File: config.mk
export PLATFORM = sky130hd
export DESIGN_NAME = scaler_bank_v3_flat
export DESIGN_NICKNAME = d
export VERILOG_FILES = /design/src/rtl/scaler_bank_v3_if.sv /design/src/rtl/scaler_bank_v3.sv /design/src/flat_wrapper.sv
export SDC_FILE = /design/constraint.sdc
export NUM_CORES = 2
export LEC_CHECK = 0
export CORE_ASPECT_RATIO = 0.75
export CORE_UTILIZATION = 56
export CTS_BUF_LIST = sky130_fd_sc_hd__clkbuf_16
export DETAILED_ROUTE_END_ITERATION = 8
export GPL_TIMING_DRIVEN = 0
export MAX_ROUTING_LAYER = met4
export PLACE_DENSITY = 0.76
export SLEW_MARGIN = 20
export SYNTH_ARGS = -nofsm -noshare
export SYNTH_HDL_FRONTEND = slang
export SYNTH_SLANG_ARGS = --single-unit
export TNS_END_PERCENT = 30
File: constraint.sdc
create_clock -name clk_i -period 15.5 [get_ports clk_i]
set_input_delay 3.875 -clock clk_i [delete_from_list [all_inputs] [get_ports clk_i]]
set_output_delay 3.875 -clock clk_i [all_outputs]
set_load 0.02 [all_outputs]
File: src/rtl/scaler_bank_v3_if.sv
// Snapshot read port of the scaler bank.
// Ports (signals):
//   scal_addr_i  ADDR_W  snapshot read address (driven by the register interface)
//   scal_rd_i    1       read strobe
//   scal_dat_o   WIDTH   snapshot count of the addressed channel
//   scal_ovf_o   1       overflow flag of the addressed channel
// Modports: master = register interface side, slave = scaler bank side.
interface scaler_bank_v3_if #(
    parameter int unsigned ADDR_W = 5,
    parameter int unsigned WIDTH  = 16
) ();

    logic [ADDR_W-1:0] scal_addr_i;
    logic              scal_rd_i;
    logic [WIDTH-1:0]  scal_dat_o;
    logic              scal_ovf_o;

    modport master (
        output scal_addr_i,
        output scal_rd_i,
        input  scal_dat_o,
        input  scal_ovf_o
    );

    modport slave (
        input  scal_addr_i,
        input  scal_rd_i,
        output scal_dat_o,
        output scal_ovf_o
    );

endinterface

File: src/rtl/scaler_bank_v3.sv
// Trigger-scaler bank: counts rising edges on NCH asynchronous lines per gate
// period and publishes saturating counts plus sticky overflow flags into a
// snapshot bank read through a registered address/strobe port.
// Ports:
//   clk_i           system clock (clk33)
//   nrst_i          synchronous active-low reset
//   scal_i          NCH asynchronous scaler inputs
//   refpulse_i      asynchronous TURF reference pulse
//   gate_sel_i      gate source: 0 = internal timer, 1 = refpulse edge
//   mask_i          per-channel mask, 1 = channel held at 0
//   rd_bus          snapshot read port (address/strobe in, data/overflow out)
//   latch_o         one-cycle pulse when a new snapshot is published
//   refpulse_cnt_o  wrapping count of refpulse rising edges
//   period_cnt_o    wrapping count of published snapshots
module scaler_bank_v3 #(
    parameter int unsigned NCH           = 32,
    parameter int unsigned WIDTH         = 16,
    parameter int unsigned ADDR_W        = 5,
    parameter int unsigned PERIOD_CYCLES = 33000000
) (
    input  logic                  clk_i,
    input  logic                  nrst_i,
    input  logic [NCH-1:0]        scal_i,
    input  logic                  refpulse_i,
    input  logic                  gate_sel_i,
    input  logic [NCH-1:0]        mask_i,
    scaler_bank_v3_if.slave       rd_bus,
    output logic                  latch_o,
    output logic [15:0]           refpulse_cnt_o,
    output logic [15:0]           period_cnt_o
);

    localparam int unsigned DEPTH = 1 << ADDR_W;
    localparam int unsigned TMR_W = (PERIOD_CYCLES > 1) ? $clog2(PERIOD_CYCLES) : 1;
    localparam logic [TMR_W-1:0] TMR_LAST = TMR_W'(PERIOD_CYCLES - 1);
    localparam logic [WIDTH-1:0] CNT_MAX  = '1;

    typedef enum logic [0:0] {
        ST_ALIGN = 1'b0,
        ST_COUNT = 1'b1
    } state_t;

    state_t state_q;
    state_t state_d;

    logic [NCH-1:0]   scal_s0;
    logic [NCH-1:0]   scal_s1;
    logic [NCH-1:0]   scal_s2;
    logic [2:0]       ref_s;
    logic [NCH-1:0]   scal_edge_c;
    logic             ref_edge_c;

    logic             sel_q;
    logic             sel_chg_c;
    logic [TMR_W-1:0] timer_q;
    logic             gate_c;

    logic             count_en_c;
    logic             publish_c;

    logic [WIDTH-1:0] cnt_q [NCH];
    logic [NCH-1:0]   ovf_q;
    logic [WIDTH-1:0] snap_dat_q [DEPTH];
    logic [DEPTH-1:0] snap_ovf_q;

    // Two-flop synchronisers followed by an edge register.
    always_ff @(posedge clk_i) begin
        if (!nrst_i) begin
            scal_s0 <= '0;
            scal_s1 <= '0;
            scal_s2 <= '0;
            ref_s   <= '0;
        end else begin
            scal_s0 <= scal_i;
            scal_s1 <= scal_s0;
            scal_s2 <= scal_s1;
            ref_s   <= {ref_s[1:0], refpulse_i};
        end
    end

    assign scal_edge_c = scal_s1 & ~scal_s2;
    assign ref_edge_c  = ref_s[1] & ~ref_s[2];

    // A change of gate source restarts the timer and suppresses any gate that cycle.
    assign sel_chg_c = gate_sel_i ^ sel_q;

    // Gate timer and registered copy of the gate source.
    always_ff @(posedge clk_i) begin
        if (!nrst_i) begin
            sel_q   <= 1'b0;
            timer_q <= '0;
        end else begin
            sel_q <= gate_sel_i;
            if (sel_chg_c || (timer_q == TMR_LAST)) begin
                timer_q <= '0;
            end else begin
                timer_q <= timer_q + TMR_W'(1);
            end
        end
    end

    assign gate_c = ~sel_chg_c & (sel_q ? ref_edge_c : (timer_q == TMR_LAST));

    // State register.
    always_ff @(posedge clk_i) begin
        if (!nrst_i) begin
            state_q <= ST_ALIGN;
        end else begin
            state_q <= state_d;
        end
    end

    // Next state: the first gate only aligns counting to a period boundary.
    always_comb begin
        state_d = state_q;
        case (state_q)
            ST_ALIGN: if (gate_c) state_d = ST_COUNT;
            ST_COUNT: state_d = ST_COUNT;
            default:  state_d = ST_ALIGN;
        endcase
    end

    // State-decoded controls.
    always_comb begin
        count_en_c = 1'b0;
        publish_c  = 1'b0;
        case (state_q)
            ST_COUNT: begin
                count_en_c = 1'b1;
                publish_c  = gate_c;
            end
            default: begin
                count_en_c = 1'b0;
                publish_c  = 1'b0;
            end
        endcase
    end

    // Per-channel saturating counters; a coincident edge on publish starts the new period at 1.
    always_ff @(posedge clk_i) begin
        if (!nrst_i) begin
            for (int unsigned k = 0; k < NCH; k++) begin
                cnt_q[k] <= '0;
            end
            ovf_q <= '0;
        end else begin
            for (int unsigned k = 0; k < NCH; k++) begin
                if (mask_i[k] || !count_en_c) begin
                    cnt_q[k] <= '0;
                    ovf_q[k] <= 1'b0;
                end else if (publish_c) begin
                    cnt_q[k] <= WIDTH'(scal_edge_c[k]);
                    ovf_q[k] <= 1'b0;
                end else if (scal_edge_c[k]) begin
                    if (cnt_q[k] == CNT_MAX) begin
                        ovf_q[k] <= 1'b1;
                    end else begin
                        cnt_q[k] <= cnt_q[k] + WIDTH'(1);
                    end
                end
            end
        end
    end

    // Snapshot bank sized to the full address space; entries at or above NCH stay 0,
    // so out-of-range reads return 0 without a separate compare.
    always_ff @(posedge clk_i) begin
        if (!nrst_i) begin
            for (int unsigned k = 0; k < DEPTH; k++) begin
                snap_dat_q[k] <= '0;
            end
            snap_ovf_q <= '0;
        end else if (publish_c) begin
            for (int unsigned k = 0; k < NCH; k++) begin
                snap_dat_q[k] <= cnt_q[k];
                snap_ovf_q[k] <= ovf_q[k];
            end
        end
    end

    // Registered readout; data holds between strobes.
    always_ff @(posedge clk_i) begin
        if (!nrst_i) begin
            rd_bus.scal_dat_o <= '0;
            rd_bus.scal_ovf_o <= 1'b0;
        end else if (rd_bus.scal_rd_i) begin
            rd_bus.scal_dat_o <= snap_dat_q[rd_bus.scal_addr_i];
            rd_bus.scal_ovf_o <= snap_ovf_q[rd_bus.scal_addr_i];
        end
    end

    // Publish strobe and status counters.
    always_ff @(posedge clk_i) begin
        if (!nrst_i) begin
            latch_o        <= 1'b0;
            refpulse_cnt_o <= '0;
            period_cnt_o   <= '0;
        end else begin
            latch_o <= publish_c;
            if (ref_edge_c) begin
                refpulse_cnt_o <= refpulse_cnt_o + 16'd1;
            end
            if (publish_c) begin
                period_cnt_o <= period_cnt_o + 16'd1;
            end
        end
    end

endmodule

File: src/flat_wrapper.sv
// flat-port wrapper written by rule: the top's interface ports become plain ports
module scaler_bank_v3_flat 
#(
    parameter int unsigned NCH           = 32,
    parameter int unsigned WIDTH         = 16,
    parameter int unsigned ADDR_W        = 5,
    parameter int unsigned PERIOD_CYCLES = 33000000
)
  (clk_i, nrst_i, scal_i, refpulse_i, gate_sel_i, mask_i, latch_o, refpulse_cnt_o, period_cnt_o, rd_bus_scal_addr_i, rd_bus_scal_rd_i, rd_bus_scal_dat_o, rd_bus_scal_ovf_o);
  scaler_bank_v3_if #(.ADDR_W(ADDR_W), .WIDTH(WIDTH)) rd_bus_i ();
  input  logic clk_i;
  input  logic nrst_i;
  input  logic [NCH-1:0] scal_i;
  input  logic refpulse_i;
  input  logic gate_sel_i;
  input  logic [NCH-1:0] mask_i;
  output logic latch_o;
  output logic [15:0] refpulse_cnt_o;
  output logic [15:0] period_cnt_o;
  input wire logic [$bits(rd_bus_i.scal_addr_i)-1:0] rd_bus_scal_addr_i;
  input wire logic [$bits(rd_bus_i.scal_rd_i)-1:0] rd_bus_scal_rd_i;
  output wire logic [$bits(rd_bus_i.scal_dat_o)-1:0] rd_bus_scal_dat_o;
  output wire logic [$bits(rd_bus_i.scal_ovf_o)-1:0] rd_bus_scal_ovf_o;
  assign rd_bus_i.scal_addr_i = rd_bus_scal_addr_i;
  assign rd_bus_i.scal_rd_i = rd_bus_scal_rd_i;
  assign rd_bus_scal_dat_o = rd_bus_i.scal_dat_o;
  assign rd_bus_scal_ovf_o = rd_bus_i.scal_ovf_o;
  scaler_bank_v3 #(.NCH(NCH), .WIDTH(WIDTH), .ADDR_W(ADDR_W), .PERIOD_CYCLES(PERIOD_CYCLES)) u_core (.clk_i(clk_i), .nrst_i(nrst_i), .scal_i(scal_i), .refpulse_i(refpulse_i), .gate_sel_i(gate_sel_i), .mask_i(mask_i), .rd_bus(rd_bus_i), .latch_o(latch_o), .refpulse_cnt_o(refpulse_cnt_o), .period_cnt_o(period_cnt_o));
endmodule
Yosys cells after proc, flatten, opt, wreduce, memory -nomap -nowiden
Memory sizes are Yosys's and may differ from the RTL's. A register that Yosys moved wholly into a read port is not among the register bits.
Index checks and enable logic that the tools add are counted.
{"block": "word_totals", "register_bits": 224, "mem_count": 2, "ram_bits": 1024, "wordCells": 875, "output_inout_bits": 50}
{"memory": "u_core.cnt_q", "words": 32, "word_bits": 16, "read_ports": 32, "rd_ports_with_merged_regs": 0, "write_ports": 32, "line": "scaler_bank_v3.sv:61", "source": "logic [WIDTH-1:0] cnt_q [NCH];"}
{"memory": "u_core.snap_dat_q", "words": 32, "word_bits": 16, "read_ports": 1, "rd_ports_with_merged_regs": 1, "write_ports": 32, "line": "scaler_bank_v3.sv:63", "source": "logic [WIDTH-1:0] snap_dat_q [DEPTH];"}
{"block": "op_classes", "bitwise_logic": 137, "order_cmp": 1, "add_sub_neg": 35, "muxes": 523, "reduce_logical": 100, "n_eq_ne": 33}
{"op": "16-bit two-way mux", "count": 128}
{"op": "16-bit by 1-bit adder with 16-bit output, second input constant", "count": 34}
{"op": "16-bit == test, second input constant", "count": 32}
{"op": "1-bit two-way mux", "count": 393}
{"op": "1-bit OR", "count": 128}
{"op": "3-bit OR reduction", "count": 32}
{"op": "2-bit AND reduction", "count": 32}
{"op": "1-bit logical OR", "count": 33}
{"op": "32-bit bitwise AND", "count": 1}
{"op": "32-bit inverter", "count": 1}
{"op": "25-bit by 1-bit adder with 25-bit output, second input constant", "count": 1}
{"op": "25-bit == test, second input constant", "count": 1}
{"op": "5-bit by 6-bit less-than comparator with 1-bit output, second input constant", "count": 1}
{"op": "1-bit binary-select mux with 5-bit select", "count": 1}
{"op": "1-bit inverter", "count": 4}
{"op": "1-bit bitwise AND", "count": 2}
{"op": "1-bit zero test", "count": 2}
{"op": "1-bit case mux with 2 select lines", "count": 1}
{"op": "2-bit OR reduction", "count": 1}
{"op": "1-bit bitwise XOR", "count": 1}

Depth between registers and ports, before layout
{"block": "logic_depth", "depth_word": 11, "ltp_mapped": 10, "depth_no_buf": 6}

Least setup slack after synthesis
OpenSTA, ideal clock, no wires.
{"block": "synth_timing", "path_type": "input to register", "from": "input port gate_sel_i", "to": "memory u_core.snap_dat_q[0][0] (enable)", "arrival_time_ns": 14.621, "path_stages": 6, "setup_time_ns": 0.856, "slack_ns": 0.023, "path_buffers": 2, "cell_sequence": "nor2_1 -> a31o_2 -> buf_2 -> a21oi_1 -> clkbuf_1 -> inv_1"}
{"item": "from (decl)", "line": "flat_wrapper.sv:15", "source": "input logic gate_sel_i;"}
{"item": "to (decl)", "line": "scaler_bank_v3.sv:63"}

==> impl_metrics.toml <==
[floorplanning]
die_w_um = 375
die_height_um = 281
die_area_um2 = 105000
core_area_um2 = 103000
rows = 102
pin_count = 124
initial_utilization_pct = 56.5

[global_route]
grt-ovfl-total = 0
first_global_vias = 37400
antenna_found_initial = 5
grt_pass1_wl_mm = 243
track_usage_pct = 32.5
grt_start_max_net_pins = 111

[timing]
fmax_ghz = 0.106
fin_setup_tns_ns = 0
tightest_slew_ns = 1.27
fin_crit_sh_pct = 61.0
setup_viol = 0
fin_skew_ns = 0.0347
hold_violations = 0
fin_crit_ns = 9.46
rsz0062_at_grt = "false"
maxSlewHeadroom_pct = 15.3
slew_viol_final = 0

[routing]
ant_nets = 0
vias = 41000
via_per_inst = 6.29
wl_per_cell_um = 25.7
drt_iter0_drc = 6280
firstDrtPassIters = 9
route.detailed.drc = 0
wirelength_mm = 167

[critical_path]
critPathRequiredTime_ns = 15.87
cp-end-kind = "flip-flop"
critPathBufInv = 8
rr_endpoint = "u_core.snap_dat_q[30][8]$_SDFFCE_PN0P_"
crit_type = "in2reg"
critPathSlowestCell = "a21oi_1"
r2r.worst_path.cells = 9
cpPeakStageDelay_ns = 1.17
start_kind = "input port"
crit_end = "u_core.snap_dat_q[30][8]$_SDFFCE_PN0P_"
worst_ep_arrival_time_ns = 9.83
crit_path_frequent_cell = "clkbuf_1"
worstPathCellList = "clkdlybuf4s50_1 > clkbuf_1 > clkbuf_1 > clkinv_1 > a21oi_1 > clkbuf_1 > inv_8 > buf_16 > buf_16"
regToRegSetupSlack_ns = 9.78
cp.depth = 9
path_max_fanout = 110
reg2reg_from = "u_core.timer_q[6]$_SDFF_PP0_"
startpoint = "nrst_i"
critPathTopFamily = "buffers and inverters"

[clock_tree]
ctsResizeCount = 0
clk_latency_ns = 0.75
post-cts-setup-buffers = 0
clk_pin_slew_worst_paths_ns = 0.06
cts-root-buf = "clkbuf_16"
cts.sink_count = 1264
tritoncts = "yes"
cts_buffers = 117
htreeDepth = 3
hold_buffers = 0
clock_path_buffers = 3

[place]
io_buffers = 121
post-place-cells = 6301
hpwl_mm = 121
gp_congestion = 0.997

[logic_synthesis]
syn_area_um2 = 58300
synthArstFlopShare_pct = 0
synth_cell_types = 59
ys_seq_elements = 1264
synth_top_area_share_pct = 52.7
ys_seq_area_share_pct = 61.0
synth_edf_count = 1024
ys_top_cells_by_area = "edfxtp_1 53%, dfxtp_1 8.2%, nor2_1 4.4%"
yosysTopAreaCell = "edfxtp_1"
ys.flop_type = "edfxtp_1"
synth_warnings = 0
syn-num-nets = 4925
synth_area_per_cell_um2 = 12.1
postSynthCellCount = 4816

[power]
p_leak_nw = 23.9
irDropWorstVdd_uv = 92.1
p_per_area_nw_per_um2 = 109

[final_layout]
multi_input_area_um2 = 21500
drive_gt1_share_pct = 8.40
final_util_pct = 63.6
fillCellCount = 7692
area_growth_pct = 12.6
final_cell_mix = "1024 x edfxtp_1, 688 x nor2_1, 371 x and3_1, 339 x and2_1, 279 x xor2_1"
seq_area_um2 = 35600
fin_nets = 5177
layout_commonest_cell = "edfxtp_1"
fin_cells = 6524

[hold_path]
hold_class = "reg2reg"
worstHoldPathCells = 1

[outcome]
status = "completed"

[job]
max_cap_viol_count = 0
==> cells in the mapped netlist, types with 24 or more instances <==
cell and n:
a21oi_1 63, a22o_1 33, and2_1 339, and3_1 371, and4_1 59, buf_1 24
buf_2 43, clkbuf_1 167, dfxtp_1 240, edfxtp_1 1024, ha_1 35, inv_1 87
mux2_2 44, mux4_2 114, nand2_1 245, nand3_1 214, nand4_1 104, nor2_1 688
nor3_1 88, nor3b_1 33, o21ai_0 35, o22ai_1 39, or3_1 26, xnor2_1 201
xor2_1 279
==> through the flow <==
step                      total power, mW  area (um^2)  hold WS, ns  setup WS (ns)
after global placement               4.12        61200        0.415          -6.18
final                                7.13        65600        0.418           6.04
after detailed placement             4.09        61500        0.419           5.74
after global routing                 7.26        65600        0.439           6.24
after CTS                            7.12        65600        0.425           6.50
after floorplan                      3.97        58300        0.412         0.0231
==> layer usage <==
| metal | vias to the layer above | part of all wire (%) | GRT usage (%) |
|---|---|---|---|
| met5 | - | 0 | - |
| met4 | 0 | 4.2 | 11.9 |
| met3 | 348 | 14 | 8.52 |
| met2 | 2600 | 41 | 42.9 |
| met1 | 20100 | 42 | 47.8 |
| li1 | 18000 | - | - |
==> how the worst min path moves through the flow <==
stage | slack (ns) | startpoint | to
CTS | 0.42 | u_core.scal_s0[6]$_SDFF_PN0_ | u_core.scal_s1[6]$_SDFF_PN0_
finish | 0.42 | u_core.scal_s0[6]$_SDFF_PN0_ | u_core.scal_s1[6]$_SDFF_PN0_
detailed placement | 0.42 | u_core.scal_s0[15]$_SDFF_PN0_ | u_core.scal_s1[15]$_SDFF_PN0_
global placement | 0.41 | u_core.scal_s0[15]$_SDFF_PN0_ | u_core.scal_s1[15]$_SDFF_PN0_
global route | 0.44 | u_core.scal_s0[6]$_SDFF_PN0_ | u_core.scal_s1[6]$_SDFF_PN0_
floorplan | 0.41 | u_core.ref_s[0]$_SDFF_PN0_ | u_core.ref_s[1]$_SDFF_PN0_
==> sequential cells by signal, summed over array words and instances, names as in the netlist <==
| register | flops |
|---|---|
| u_core.rd_bus.scal_ovf_o | 1 |
| u_core.cnt_q | 512 |
| u_core.sel_q | 1 |
| u_core.period_cnt_o | 16 |
| u_core.ovf_q | 32 |
| u_core.scal_s1 | 32 |
| u_core.scal_s2 | 32 |
| u_core.scal_s0 | 32 |
| u_core.refpulse_cnt_o | 16 |
| u_core.snap_ovf_q | 32 |
| u_core.state_q | 1 |
| u_core.latch_o | 1 |
| u_core.snap_dat_q | 512 |
| u_core.rd_bus.scal_dat_o | 16 |
| u_core.timer_q | 25 |
| u_core.ref_s | 3 |
==> power breakdown <==
group | internal, mW | switching (mW) | total (mW)
Sequential | 3.70 | 0.0375 | 3.74
Combinational | 0.101 | 0.191 | 0.292
Clock | 1.77 | 1.32 | 3.09
==> cell type report <==
type | count | share of cell area (%)
Antenna cell | 4 | 0.0152
Buffer | 238 | 1.48
Clock buffer | 132 | 5.03
Clock inverter | 87 | 1.25
Inverter | 88 | 0.515
Multi-Input combinational cell | 3226 | 32.8
Sequential cell | 1264 | 54.2
Tap cell | 1352 | 2.58
Timing Repair Buffer | 133 | 2.18
==> cells by family after synthesis <==
family	Yosys count	synth area share [%]
compound gates	266	3.02
xor+xnor	480	7.21
fa+ha+maj	35	0.751
buf+inv	326	2.22
flops	1264	61.0
mux	179	5.61
simple gates	2266	20.2
No activity file was read; power rests on OpenSTA's default activity.
